==> src/rtl/bp_pkg.sv <==
// Shared branch-predictor definitions: default counter width, weak init
// values and the saturating direction-counter update used by fetch and update.
package bp_pkg;

    localparam int BP_CWIDTH = 2;
    localparam logic [BP_CWIDTH-1:0] BP_WEAK_TAKEN     = 2'b10;
    localparam logic [BP_CWIDTH-1:0] BP_WEAK_NOT_TAKEN = 2'b01;

    // Works on a 32-bit container so any counter width up to 31 can share it.
    function automatic logic [31:0] bp_sat_update(input logic [31:0] cur,
                                                  input logic        hit,
                                                  input logic        taken,
                                                  input int          cwidth);
        logic [31:0] max_val;
        logic [31:0] weak_t;
        max_val = (32'd1 << cwidth) - 32'd1;
        weak_t  = 32'd1 << (cwidth - 1);
        if (!hit)
            return taken ? weak_t : weak_t - 32'd1;
        if (taken)
            return (cur >= max_val) ? max_val : cur + 32'd1;
        return (cur == 32'd0) ? 32'd0 : cur - 32'd1;
    endfunction

endpackage

==> src/rtl/bp_update_fifo.sv <==
// Small synchronous FIFO holding resolved-branch updates; the head entry is
// readable combinationally so the top can look it up in the same cycle.
module bp_update_fifo #(
    parameter int WIDTH = 34,
    parameter int DEPTH = 4
) (
    input  logic             clk,
    input  logic             reset,
    input  logic             clear,
    input  logic             push,
    input  logic [WIDTH-1:0] din,
    input  logic             pop,
    output logic [WIDTH-1:0] head,
    output logic             full,
    output logic             empty
);

    localparam int PW = $clog2(DEPTH);

    logic [WIDTH-1:0] mem [DEPTH];
    logic [PW:0]      wr_ptr;
    logic [PW:0]      rd_ptr;

    // Extra pointer MSB distinguishes a full ring from an empty one.
    assign empty = (wr_ptr == rd_ptr);
    assign full  = (wr_ptr[PW] != rd_ptr[PW]) && (wr_ptr[PW-1:0] == rd_ptr[PW-1:0]);
    assign head  = mem[rd_ptr[PW-1:0]];

    always_ff @(posedge clk) begin
        if (push && !full)
            mem[wr_ptr[PW-1:0]] <= din;
    end

    always_ff @(posedge clk) begin
        if (reset || clear) begin
            wr_ptr <= '0;
            rd_ptr <= '0;
        end else begin
            if (push && !full)
                wr_ptr <= wr_ptr + 1'b1;
            if (pop && !empty)
                rd_ptr <= rd_ptr + 1'b1;
        end
    end

endmodule

==> src/rtl/bp_update_unit.sv <==
// Queues resolved branches and read-modify-writes their direction counters
// through the cache's second read port and write port; keeps CSR statistics.
module bp_update_unit
    import bp_pkg::*;
#(
    parameter int AWIDTH = 32,
    parameter int CWIDTH = BP_CWIDTH,
    parameter int DEPTH  = 4
) (
    input  logic              clk,
    input  logic              reset,
    input  logic              flush,
    input  logic              upd_valid,
    output logic              upd_ready,
    input  logic [AWIDTH-1:0] upd_pc,
    input  logic              upd_taken,
    input  logic              upd_pred_taken,
    output logic [AWIDTH-1:0] rd_addr,
    input  logic [CWIDTH-1:0] rd_data,
    input  logic              rd_hit,
    output logic [AWIDTH-1:0] wr_addr,
    output logic [CWIDTH-1:0] wr_data,
    output logic              wr_en,
    output logic              busy,
    output logic [31:0]       update_count,
    output logic [31:0]       mispredict_count
);

    localparam int EW = AWIDTH + 2;

    logic [EW-1:0]     head;
    logic              full;
    logic              empty;
    logic              push;
    logic              pop;
    logic [AWIDTH-1:0] head_pc;
    logic              head_taken;
    logic              head_pred;
    logic              fwd;
    logic [CWIDTH-1:0] cur;
    logic              cur_hit;
    logic [CWIDTH-1:0] new_ctr;

    assign upd_ready = !full && !flush && !reset;
    assign push      = upd_valid && upd_ready;
    assign pop       = !empty && !flush;
    assign busy      = !empty || wr_en;

    bp_update_fifo #(
        .WIDTH(EW),
        .DEPTH(DEPTH)
    ) u_fifo (
        .clk  (clk),
        .reset(reset),
        .clear(flush),
        .push (push),
        .din  ({upd_pc, upd_taken, upd_pred_taken}),
        .pop  (pop),
        .head (head),
        .full (full),
        .empty(empty)
    );

    assign {head_pc, head_taken, head_pred} = head;
    assign rd_addr = head_pc;

    // The cache has not yet absorbed the write now on wr_en, so a back-to-back
    // update of the same PC must take the counter from the write register.
    assign fwd     = wr_en && (wr_addr == head_pc);
    assign cur     = fwd ? wr_data : rd_data;
    assign cur_hit = fwd || rd_hit;
    assign new_ctr = CWIDTH'(bp_sat_update(32'(cur), cur_hit, head_taken, CWIDTH));

    always_ff @(posedge clk) begin
        if (reset) begin
            wr_en            <= 1'b0;
            wr_addr          <= '0;
            wr_data          <= '0;
            update_count     <= '0;
            mispredict_count <= '0;
        end else begin
            wr_en <= pop;
            if (pop) begin
                wr_addr      <= head_pc;
                wr_data      <= new_ctr;
                update_count <= update_count + 32'd1;
                if (head_taken != head_pred)
                    mispredict_count <= mispredict_count + 32'd1;
            end
        end
    end

endmodule

==> config.mk <==
export PLATFORM = sky130hd
export DESIGN_NAME = bp_update_unit
export DESIGN_NICKNAME = d
export VERILOG_FILES = /design/src/rtl/bp_pkg.sv /design/src/rtl/bp_update_fifo.sv /design/src/rtl/bp_update_unit.sv
export SDC_FILE = /design/constraint.sdc
export NUM_CORES = 1
export LEC_CHECK = 0
export BUFFER_PORTS_ARGS = -buffer_cell sky130_fd_sc_hd__buf_2
export CAP_MARGIN = 20
export CORE_ASPECT_RATIO = 0.5
export CORE_MARGIN = 2
export CORE_UTILIZATION = 50
export CTS_BUF_LIST = sky130_fd_sc_hd__clkbuf_2 sky130_fd_sc_hd__clkbuf_4 sky130_fd_sc_hd__clkbuf_8
export CTS_CLUSTER_DIAMETER = 40
export DETAILED_ROUTE_END_ITERATION = 7
export PLACE_DENSITY_LB_ADDON = 0.2
export SETUP_SLACK_MARGIN = 0.05
export SLEW_MARGIN = 40
export SYNTH_ARGS = -nofsm -noshare
export SYNTH_HDL_FRONTEND = slang
export SYNTH_SLANG_ARGS = --single-unit
==> constraint.sdc <==
create_clock -name clk -period 5.52 [get_ports clk]
set_clock_uncertainty 0.05 [all_clocks]
set_input_delay 1.104 -clock clk [delete_from_list [all_inputs] [get_ports clk]]
set_output_delay 1.104 -clock clk [all_outputs]
set_load 0.01 [all_outputs]
# After elaboration in Yosys (flattened, before gate mapping)
# Memories as Yosys holds them, arrays and structs flattened. A register that Yosys moved wholly into a read port is not among the register bits.
# Index checks and enable logic that the tools add are counted.
# totals
ramBits	136
reg_bits	105
inputBits	41
elab_cells	51
memories	1
output_inout_bits	133
# classes
add_sub_neg	6
muxes	14
n_lt_le_gt_ge	1
n_reduce_logical	17
n_eq_ne	5
# mem_list
memory	depth	width	rd	rd_clocked_by_memory_dff	wr	line	source
u_fifo.mem	4	34	1	1	1	bp_update_fifo.sv:20	logic [WIDTH-1:0] mem [DEPTH];
# ops
op	count
32-bit by 1-bit adder with 32-bit output (second input constant)	2
32-bit == test	1
2-bit two-way mux	10
1-bit logical AND	8
3-bit by 1-bit adder with 3-bit output (second input constant)	2
1-bit zero test	4
1-bit two-way mux	4
3-bit == test	1
1-bit logical OR	3
2-bit by 1-bit adder with 2-bit output (second input constant)	1
2-bit == test	1
2-bit >= comparator (second input constant)	1
2-bit zero test	1
1-bit != test	2
2-bit AND reduction	1
2-bit by 1-bit subtractor with 2-bit output (second input constant)	1

# Logic depth before layout (Yosys ltp)
# Gate-level depths: netlist (run 1).
# depth
word_depth	9
mapped_depth	12
mapped_depth_nobuf	7

# By module
# From an unflattened synthesis (run 1), not the netlist that was laid out.
# unflattened
hier_cells	782
hier_area_um2	9890.7
# by_module_without_submodules
mod	instances	area_each_um2	seq_area_each_um2	cells_per_inst
bp_update_fifo	1	5461.5	4244.1	246
bp_update_unit	1	4429.2	1981.9	536

# Least setup slack after synthesis (run 1)
# No wires, ideal clock.
# synth_timing
path_type	input to register
start	in flush
end	mem u_fifo.mem[3][0], enable pin
cell_stages	4
setup_ns	0.396
arrival_time_ns	2.824
n_path_buf	1
t_required_ns	5.074
slack_ns	2.250
path_cell_list	or2_2 -> clkbuf_1 -> nor2_1 -> and3_1
# synth_between
elab_chain_cells	7
# synth_rtl
element	line	source
start, declared	bp_update_unit.sv:12	input logic flush,
1-bit zero test	bp_update_unit.sv:44	assign upd_ready = !full && !flush && !reset;
1-bit logical AND (2 in a row)	bp_update_unit.sv:44	
via upd_ready	bp_update_unit.sv:14	output logic upd_ready,
1-bit logical AND	bp_update_unit.sv:45	assign push = upd_valid && upd_ready;
1-bit logical AND	bp_update_fifo.sv:30	if (push && !full)
1-bit two-way mux	bp_update_fifo.sv:30	
1-bit two-way mux (not written as such)	bp_update_fifo.sv:31	mem[wr_ptr[PW-1:0]] <= din;
end, declared	bp_update_fifo.sv:20	
# The timed path passes the listed nets, and every way through them passes these cells.

==> results of run 1 <==
-- layout make-up --
class,instances,area (µm²),area share (%)
Clock inverter,13,86.33,0.7316
Timing Repair Buffer,177,902.1,7.645
Inverter,12,45.04,0.3817
Clock buffer,51,626.9,5.312
Tap cell,266,332.8,2.820
Sequential cell,243,6231,52.80
Multi-Input combinational cell,505,3576,30.30
-- routing by layer --
layer  wire length [µm]  GRT usage, %
met1              10490         29.74
met2              10370         33.33
met3               1151         4.657
met4                291         4.327
met5                  0             0
-- worst max-delay path: cells and delay by family, from the launching register on --
family,cells,cell delay [ns]
buf+inv,2,0.58
flops,1,0.70
mux,1,0.61
-- worst paths after layout --
path / endpoint / start / cells after the start / slack (ns)
min reg2reg: wr_addr[8] / wr_addr[8] / 2 / 0.43
max reg2reg: wr_data[1] / flip-flop / 8 / 2.35
min: wr_addr[8] / wr_addr[8] / 2 / 0.43
max: rd_addr[4] / flip-flop / 3 / 1.93
-- cell families (layout without fill, tap and decap cells) --
| family | count (synthesis) | count (layout) | share of synthesized area [%] |
|---|---|---|---|
| compound gates | 80 | 80 | 4.760 |
| xor+xnor | 89 | 89 | 7.975 |
| fa+ha+maj | 7 | 7 | 0.8791 |
| buf+inv | 47 | 253 | 2.047 |
| flops | 243 | 243 | 62.50 |
| mux | 53 | 53 | 8.741 |
| simple gates | 276 | 276 | 13.10 |
-- cell usage in the layout (no fill, tap or decap), types with 8 or more instances in the layout --
cell / n
buf_2: 172
edfxtp_1: 136
dfxtp_1: 105
nand2_1: 100
nor2_1: 83
xor2_1: 55
a21oi_1: 51
clkbuf_8: 39
xnor2_1: 32
mux4_2: 27
mux2i_1: 24
nand4_1: 20
nand3_1: 15
inv_1: 12
clkbuf_4: 12
and3_1: 11
o21ai_0: 8
clkinv_1: 8
-- flip-flops by register name, summed over array words and instances, names as in the netlist, named ones only --
register          count
u_fifo.mem          136
wr_data               2
u_fifo.rd_ptr         3
update_count         32
wr_en                 1
wr_addr              32
mispredict_count     32
u_fifo.wr_ptr         3
-- power breakdown --
part | leakage, nW | internal, mW | switching (mW) | total [mW]
sequential | 2.09 | 1.92 | 0.0123 | 1.94
combinational | 1.92 | 0.0546 | 0.0882 | 0.143
clock | 0.375 | 0.781 | 0.680 | 1.46
-- stage by stage --
step	setup WS, ns	utilization, %	power (mW)	area, µm²	hold WS (ns)
3_3_place_gp	2.150	56.69	2.116	11060	0.4158
5_1_grt	1.757	60.50	3.668	11800	0.4568
4_1_cts	1.859	60.50	3.568	11800	0.4343
3_5_place_dp	2.224	56.85	2.121	11090	0.4248
6_report	1.934	60.50	3.539	11800	0.4314
2_1_floorplan	2.250	-	2.054	9962	0.4493
==> flow_metrics.env, run 1 <==
export IMPL_synth_common_cells="136 x edfxtp_1, 107 x dfxtp_1, 100 x nand2_1"
export IMPL_grt_antenna_before_repair=0
export IMPL_syn_nets=843
export IMPL_finalSetupViolCount=0
export IMPL_grt_pass1_wl_mm=34.61
export IMPL_vias=6701
export IMPL_rsz0062_at_grt="false"
export IMPL_postCtsHoldBufs=0
export IMPL_fin_crit_sh_pct=64.96
export IMPL_cts_buffers=35
export IMPL_synth_area_um2=9962
export IMPL_clkSinkCount=243
export IMPL_yosysMostFrequentCell="edfxtp_1"
export IMPL_final_nets=1022
export IMPL_syn2layout_area_growth_pct=18.45
export IMPL_synthTopCellsByArea="edfxtp_1 41%, dfxtp_1 22%, mux4_2 6.1%"
export IMPL_synth_ff_type="edfxtp_1"
export IMPL_status="finished, final reports clean"
export IMPL_boundaryPins=174
export IMPL_worstPathMaxFanout=30
export IMPL_drtAntennaViolNets=0
export IMPL_core_area_um2=19500
export IMPL_htreeDepth=2
export IMPL_crit_required_ns=4.37
export IMPL_synthArstFlopShare_pct=0
export IMPL_ctsResizeCount=0
export IMPL_cp_arrival_ns=2.43
export IMPL_rows=36
export IMPL_first_pass_iters=5
export IMPL_grt_usage_pct=20.97
export IMPL_cts_tree="done"
export IMPL_p_leak_nw=4.386
export IMPL_path_cells="buf_4, mux4_2, buf_2"
export IMPL_die_x_um=203.6
export IMPL_grt_max_degree=101
export IMPL_path_clk_slew_ns=0.07
export IMPL_synthCells=795
export IMPL_final_cells=1267
export IMPL_final_hold_violation_count=0
export IMPL_cp_start_kind="flip-flop"
export IMPL_initial_utilization_pct=51.08
export IMPL_synth_top_area_share_pct=40.99
export IMPL_synth_warning_count=0
export IMPL_power_density_nw_per_um2=300.0
export IMPL_worst_pin_slew_ns=0.7857
export IMPL_synth_seq_cells=243
export IMPL_netlist_cell_type_count=53
export IMPL_die_area_um2=21140
export IMPL_grt_overflow_total=0
export IMPL_tns_ns=0
export IMPL_yosysSeqAreaShare_pct=62.50
export IMPL_die_y_um=103.8
export IMPL_crit_path_end_kind="output pin"
export IMPL_ctsRootBufferMaster="clkbuf_8"
export IMPL_vias_per_cell=5.289
export IMPL_numPortBuffers=173
export IMPL_drc=0
export IMPL_dr_first_iter_drc_count=410
export IMPL_wl_per_cell_um=17.60
export IMPL_slew_viol_final=0
export IMPL_dp_hpwl_mm=14.69
export IMPL_min_path_type="reg2reg"
export IMPL_synth_edf_count=136
export IMPL_min_period_ns=3.586
export IMPL_avgSynthCellArea_um2=12.53
export IMPL_relSlewSlack_pct=47.62
export IMPL_synth_top_area_cell="edfxtp_1"
export IMPL_clockBufferDepth=3
export IMPL_clock_fmax_mhz=278.9
export IMPL_peakVddDrop_uv=184.1
export IMPL_drv_cap=0
export IMPL_dp_cells=1203
export IMPL_insertion_delay_ns=0.52
export IMPL_post_cts_setup_buffers=0
export IMPL_fillers=1601
export IMPL_grt_pass1_vias=6429
export IMPL_cpPeakStageDelay_ns=0.70
export IMPL_critPathKind="reg2out"
export IMPL_slowest_stage="dfxtp_4"
export IMPL_gp_congestion=0.7683
export IMPL_finalWirelength_mm=22.30
export IMPL_antenna_diode_count=0
export IMPL_drive_gt1_share_pct=27.87
Note: power is estimated with default switching activity, not from simulation.
==> inputs of run 2 (changes only) <==
==> constraint.sdc (replaced) <==
create_clock -name clk -period 3.17 [get_ports clk]
set_clock_uncertainty 0.05 [all_clocks]
set_input_delay 0.634 -clock clk [delete_from_list [all_inputs] [get_ports clk]]
set_output_delay 0.634 -clock clk [all_outputs]
set_load 0.01 [all_outputs]
==> run 2 against run 1 <==
Net effect: highest routed layer unchanged; first-iteration DRC count rose by 28%; global-route usage rose by 0.95 points; combinational power rose by 83%; worst setup slack got worse by 1.5 ns; sequential share of layout area fell by 0.57 points; utilization rose by 0.64 points.
==> flow_metrics.env, run 2 (synthesis gave the netlist of run 1 again) <==
export IMPL_ctsResizeCount=0
export IMPL_gp_congestion=0.8238
export IMPL_cp_arrival_ns=2.07
export IMPL_ctsRootBufferMaster="clkbuf_8"
export IMPL_dp_cells=1214
export IMPL_switching_share_pct=22.29
export IMPL_cts_tree="done"
export IMPL_rows=36
export IMPL_initial_utilization_pct=51.08
export IMPL_tns_ns=0
export IMPL_postCtsHoldBufs=0
export IMPL_die_y_um=103.8
export IMPL_p_int_mw=4.755
export IMPL_final_cells=1279
export IMPL_grt_antenna_before_repair=1
export IMPL_cpMostUsedCell="nor2_1"
export IMPL_core_area_um2=19500
export IMPL_post_cts_setup_buffers=0
export IMPL_grt_overflow_total=0
export IMPL_largest_register_ffs=136
export IMPL_min_path_type="in2reg"
export IMPL_path_cells="xnor2_1, nor2_1, nor2_1, buf_2"
export IMPL_combPwrFrac_pct=4.3
export IMPL_path_clk_slew_ns=0.07
export IMPL_register_area_um2=6228
export IMPL_final_nets=1034
export IMPL_p_leak_nw=4.460
export IMPL_critPathKind="reg2out"
export IMPL_dp_hpwl_mm=14.95
export IMPL_vias_per_cell=5.305
export IMPL_placed_cell_area_um2=11220
export IMPL_rsz0062_at_grt="false"
export IMPL_dr_first_iter_drc_count=525
export IMPL_vias=6785
export IMPL_min_period_ns=2.759
export IMPL_finalSetupViolCount=0
export IMPL_drv_cap=0
export IMPL_clock_fmax_mhz=362.5
export IMPL_grt_usage_pct=21.92
export IMPL_fillers=1573
export IMPL_critical_path_buf_inv_count=1
export IMPL_worstPathMaxFanout=6
export IMPL_insertion_delay_ns=0.53
export IMPL_layout_cells_most_common_list="172 x buf_2, 136 x edfxtp_1, 105 x dfxtp_1"
export IMPL_final_hold_violation_count=0
export IMPL_boundaryPins=174
export IMPL_slowest_stage="xnor2_1"
export IMPL_htreeDepth=2
export IMPL_worst_pin_slew_ns=0.8277
export IMPL_final_util_pct=61.14
export IMPL_syn2layout_area_growth_pct=19.69
export IMPL_drc=0
export IMPL_wl_per_cell_um=18.14
export IMPL_first_pass_iters=5
export IMPL_critPathTopFamily="XOR/XNOR gates"
export IMPL_peakVddDrop_uv=301.4
export IMPL_grt_max_degree=101
export IMPL_cpPeakStageDelay_ns=0.63
export IMPL_cp_start_kind="flip-flop"
export IMPL_numPortBuffers=173
export IMPL_die_area_um2=21140
export IMPL_r2r_setup_slack_ns=0.46
export IMPL_fin_area_um2=11920
export IMPL_mostFrequentLayoutCell="buf_2"
export IMPL_status="finished, final reports clean"
export IMPL_grt_pass1_vias=6523
export IMPL_clkSinkCount=243
export IMPL_seq_power_share_pct=55.1
export IMPL_power_frac_clock_pct=40.7
export IMPL_crit_path_end_kind="output pin"
export IMPL_die_x_um=203.6
export IMPL_cts_buffers=36
export IMPL_drtAntennaViolNets=0
export IMPL_slew_viol_final=0
export IMPL_finalWirelength_mm=23.20
export IMPL_drive_gt1_share_pct=28.95
export IMPL_p_switching_mw=1.364
export IMPL_hold_ws_ns=0.2614
export IMPL_relSlewSlack_pct=44.82
export IMPL_multi_input_area_um2=3552
export IMPL_grt_pass1_wl_mm=36.07
export IMPL_fin_crit_sh_pct=87.03
export IMPL_clockBufferDepth=3
export IMPL_crit_required_ns=2.49
export IMPL_power_density_nw_per_um2=513.2
[run 2: final cells by class]
type / instances / share of cell area [%]
clock buffer: 51 / 5.362
clock inverter: 13 / 0.5352
multi-input combinational: 505 / 29.79
inverter: 12 / 0.3778
sequential: 243 / 52.24
antenna: 1 / 0.02099
timing repair buffer: 188 / 8.888
tap: 266 / 2.791
[run 2: through the flow]
step	setup slack [ns]	total power, mW
after floorplan	0.3698	3.577
after global placement	0.4929	3.693
after detailed placement	0.4627	3.700
after CTS	0.3904	6.186
after global routing	0.2469	6.365
final	0.4112	6.119
[run 2: final timing paths]
check | start | end | cells after the start
max | u_fifo.wr_ptr[2] | upd_ready | 4
min | upd_pc[16] | u_fifo.mem[0][18] | 1
max reg2reg | flip-flop | mispredict_count[25] | 7
min reg2reg | wr_addr[19] | wr_addr[19] | 2
[run 2: per-layer routing]
layer | global-route usage [%] | routed length (µm) | vias up
met5 | 0 | 0 | -
met4 | 5.422 | 345 | 0
met3 | 5.412 | 1728 | 41
met2 | 33.89 | 10610 | 215
met1 | 31.18 | 10510 | 3285
li1 | - | - | 3244
[run 2: worst register-to-register path, stage by stage, from the launching register on]
cell     delay (ns)
dfxtp_2        0.40
mux4_2         0.65
xnor2_2        0.26
or4_4          0.60
nor3_4         0.25
nand4_1        0.15
xor2_1         0.15
nor2_1         0.05
[run 2: power groups by stage]
stage / registers (mW) / logic [mW] / clock network, mW
final: 3.37 / 0.261 / 2.49
after global routing: 3.37 / 0.286 / 2.71
after CTS: 3.37 / 0.264 / 2.55
after detailed placement: 3.44 / 0.263 / 0
after global placement: 3.44 / 0.257 / 0
after floorplan: 3.44 / 0.139 / 0
==> inputs of run 3 (changes only) <==
--- a/config.mk
+++ b/config.mk
@@ -13,7 +13,7 @@
 export CTS_BUF_LIST = sky130_fd_sc_hd__clkbuf_2 sky130_fd_sc_hd__clkbuf_4 sky130_fd_sc_hd__clkbuf_8
 export CTS_CLUSTER_DIAMETER = 40
 export DETAILED_ROUTE_END_ITERATION = 7
-export PLACE_DENSITY_LB_ADDON = 0.2
+export PLACE_DENSITY_LB_ADDON = 0.08
 export SETUP_SLACK_MARGIN = 0.05
 export SLEW_MARGIN = 40
 export SYNTH_ARGS = -nofsm -noshare
==> run 3 against run 2 <==
Net effect: final cell count did not move; utilization up 0.30 points; register-to-register slack about the same; final area rose by 0.49%; die area unchanged; global-route usage is essentially flat; via count decreased by 1.3%; critical path depth down 1; total power grew 3.4%; sequential power barely moved.
==> flow_metrics.env, run 3 (synthesis gave the netlist of run 1 again) <==
export IMPL_insertion_delay_ns=0.53
export IMPL_relSlewSlack_pct=53.45
export IMPL_core_area_um2=19500
export IMPL_cpPeakStageDelay_ns=0.63
export IMPL_grt_pass1_wl_mm=35.81
export IMPL_critPathKind="reg2out"
export IMPL_cp_start_kind="flip-flop"
export IMPL_dr_first_iter_drc_count=368
export IMPL_drive_gt1_share_pct=29.35
export IMPL_drc=0
export IMPL_initial_utilization_pct=51.08
export IMPL_rows=36
export IMPL_boundaryPins=174
export IMPL_cp_arrival_ns=2.07
export IMPL_clockBufferDepth=3
export IMPL_gp_congestion=0.8226
export IMPL_slowest_stage="mux4_2"
export IMPL_final_util_pct=61.44
export IMPL_die_area_um2=21140
export IMPL_rsz0062_at_grt="false"
export IMPL_drtAntennaViolNets=0
export IMPL_peakVddDrop_uv=362.8
export IMPL_p_leak_nw=4.487
export IMPL_fin_crit_sh_pct=86.80
export IMPL_min_path_type="in2reg"
export IMPL_switching_share_pct=21.53
export IMPL_grt_usage_pct=21.93
export IMPL_min_period_ns=2.752
export IMPL_path_cells="buf_12, mux4_2, buf_2"
export IMPL_first_pass_iters=5
export IMPL_ctsResizeCount=0
export IMPL_numPortBuffers=173
export IMPL_crit_required_ns=2.49
export IMPL_status="finished, final reports clean"
export IMPL_postCtsHoldBufs=0
export IMPL_grt_pass1_vias=6457
export IMPL_whs_path_depth=1
export IMPL_die_x_um=203.6
export IMPL_reg2reg_depth=7
export IMPL_worstPathMaxFanout=48
export IMPL_largest_register_ffs=136
export IMPL_mostFrequentLayoutCell="buf_2"
export IMPL_clock_fmax_mhz=363.4
export IMPL_grt_overflow_total=0
export IMPL_finalWirelength_mm=23.24
export IMPL_final_hold_violation_count=0
export IMPL_grt_antenna_before_repair=2
export IMPL_p_int_mw=4.963
export IMPL_clkSinkCount=243
export IMPL_cts_tree="done"
export IMPL_drv_cap=0
export IMPL_grt_max_degree=80
export IMPL_ctsRootBufferMaster="clkbuf_8"
export IMPL_die_y_um=103.8
export IMPL_crit_path_end_kind="output pin"
export IMPL_vias=6700
export IMPL_p_switching_mw=1.362
export IMPL_post_cts_setup_buffers=0
export IMPL_dp_hpwl_mm=15.56
export IMPL_power_density_nw_per_um2=527.9
export IMPL_htreeDepth=2
export IMPL_fillers=1564
export IMPL_layout_cells_most_common_list="172 x buf_2, 136 x edfxtp_1, 105 x dfxtp_1"
export IMPL_final_nets=1034
export IMPL_path_clk_slew_ns=0.06
export IMPL_power_frac_clock_pct=42.6
export IMPL_tns_ns=0
export IMPL_cts_buffers=37
export IMPL_vias_per_cell=5.238
export IMPL_syn2layout_area_growth_pct=20.28
export IMPL_finalSetupViolCount=0
export IMPL_combPwrFrac_pct=4.1
export IMPL_worst_pin_slew_ns=0.6933
export IMPL_wl_per_cell_um=18.17
export IMPL_seq_power_share_pct=53.3
export IMPL_slew_viol_final=0
## run 3: path summary, 6_finish.rpt
kind | start | end | slack (ns)
setup / recovery | flip-flop | rd_addr[19] | 0.42
hold / removal | upd_pc[20] | u_fifo.mem[3][22] | 0.27
setup reg to reg | flip-flop | mispredict_count[25] | 0.46
hold reg to reg | wr_addr[21] | wr_addr[21] | 0.43
## run 3: layout make-up
type	count	area, µm²	share of cell area [%]
diodes	1	2.502	0.02088
multi-input cells	505	3552	29.64
repair buffers	187	1052	8.781
well taps	266	332.8	2.777
inverters	12	45.04	0.3759
clock inverters	4	48.80	0.4072
clock buffers	61	720.7	6.014
flip-flops and latches	243	6228	51.98
## run 3: power groups by stage
stage,clock (mW),sequential [mW],combinational [mW]
3_3_place_gp,0,3.44,0.257
5_1_grt,2.91,3.37,0.284
2_1_floorplan,0,3.44,0.139
3_5_place_dp,0,3.44,0.261
4_1_cts,2.76,3.37,0.263
6_report,2.70,3.37,0.260
## run 3: critical path, delay by kind of cell (launching register included)
family / cells / cell delay [ns]
DFF: 1 / 0.39
muxes: 1 / 0.63
buffers and inverters: 2 / 0.50
## run 3: per-layer routing
| layer | routed length, µm | track usage [%] |
|---|---|---|
| met1 | 10830 | 31.28 |
| met2 | 10330 | 32.90 |
| met3 | 1806 | 6.828 |
| met4 | 261 | 5.057 |
| met5 | 0 | 0 |
## run 3: per-stage QoR
stage                     hold WS [ns]  worst slack (ns)  instances  area, µm²  total power, mW
after global routing            0.2411            0.2652       1278      11980            6.565
final                           0.2667            0.4183       1279      11980            6.326
after floorplan                 0.4493            0.3698        795       9962            3.577
after CTS                       0.2392            0.3586       1278      11980            6.389
after global placement          0.4164            0.4951       1213      11210            3.692
after detailed placement        0.4248            0.4573       1213      11210            3.698
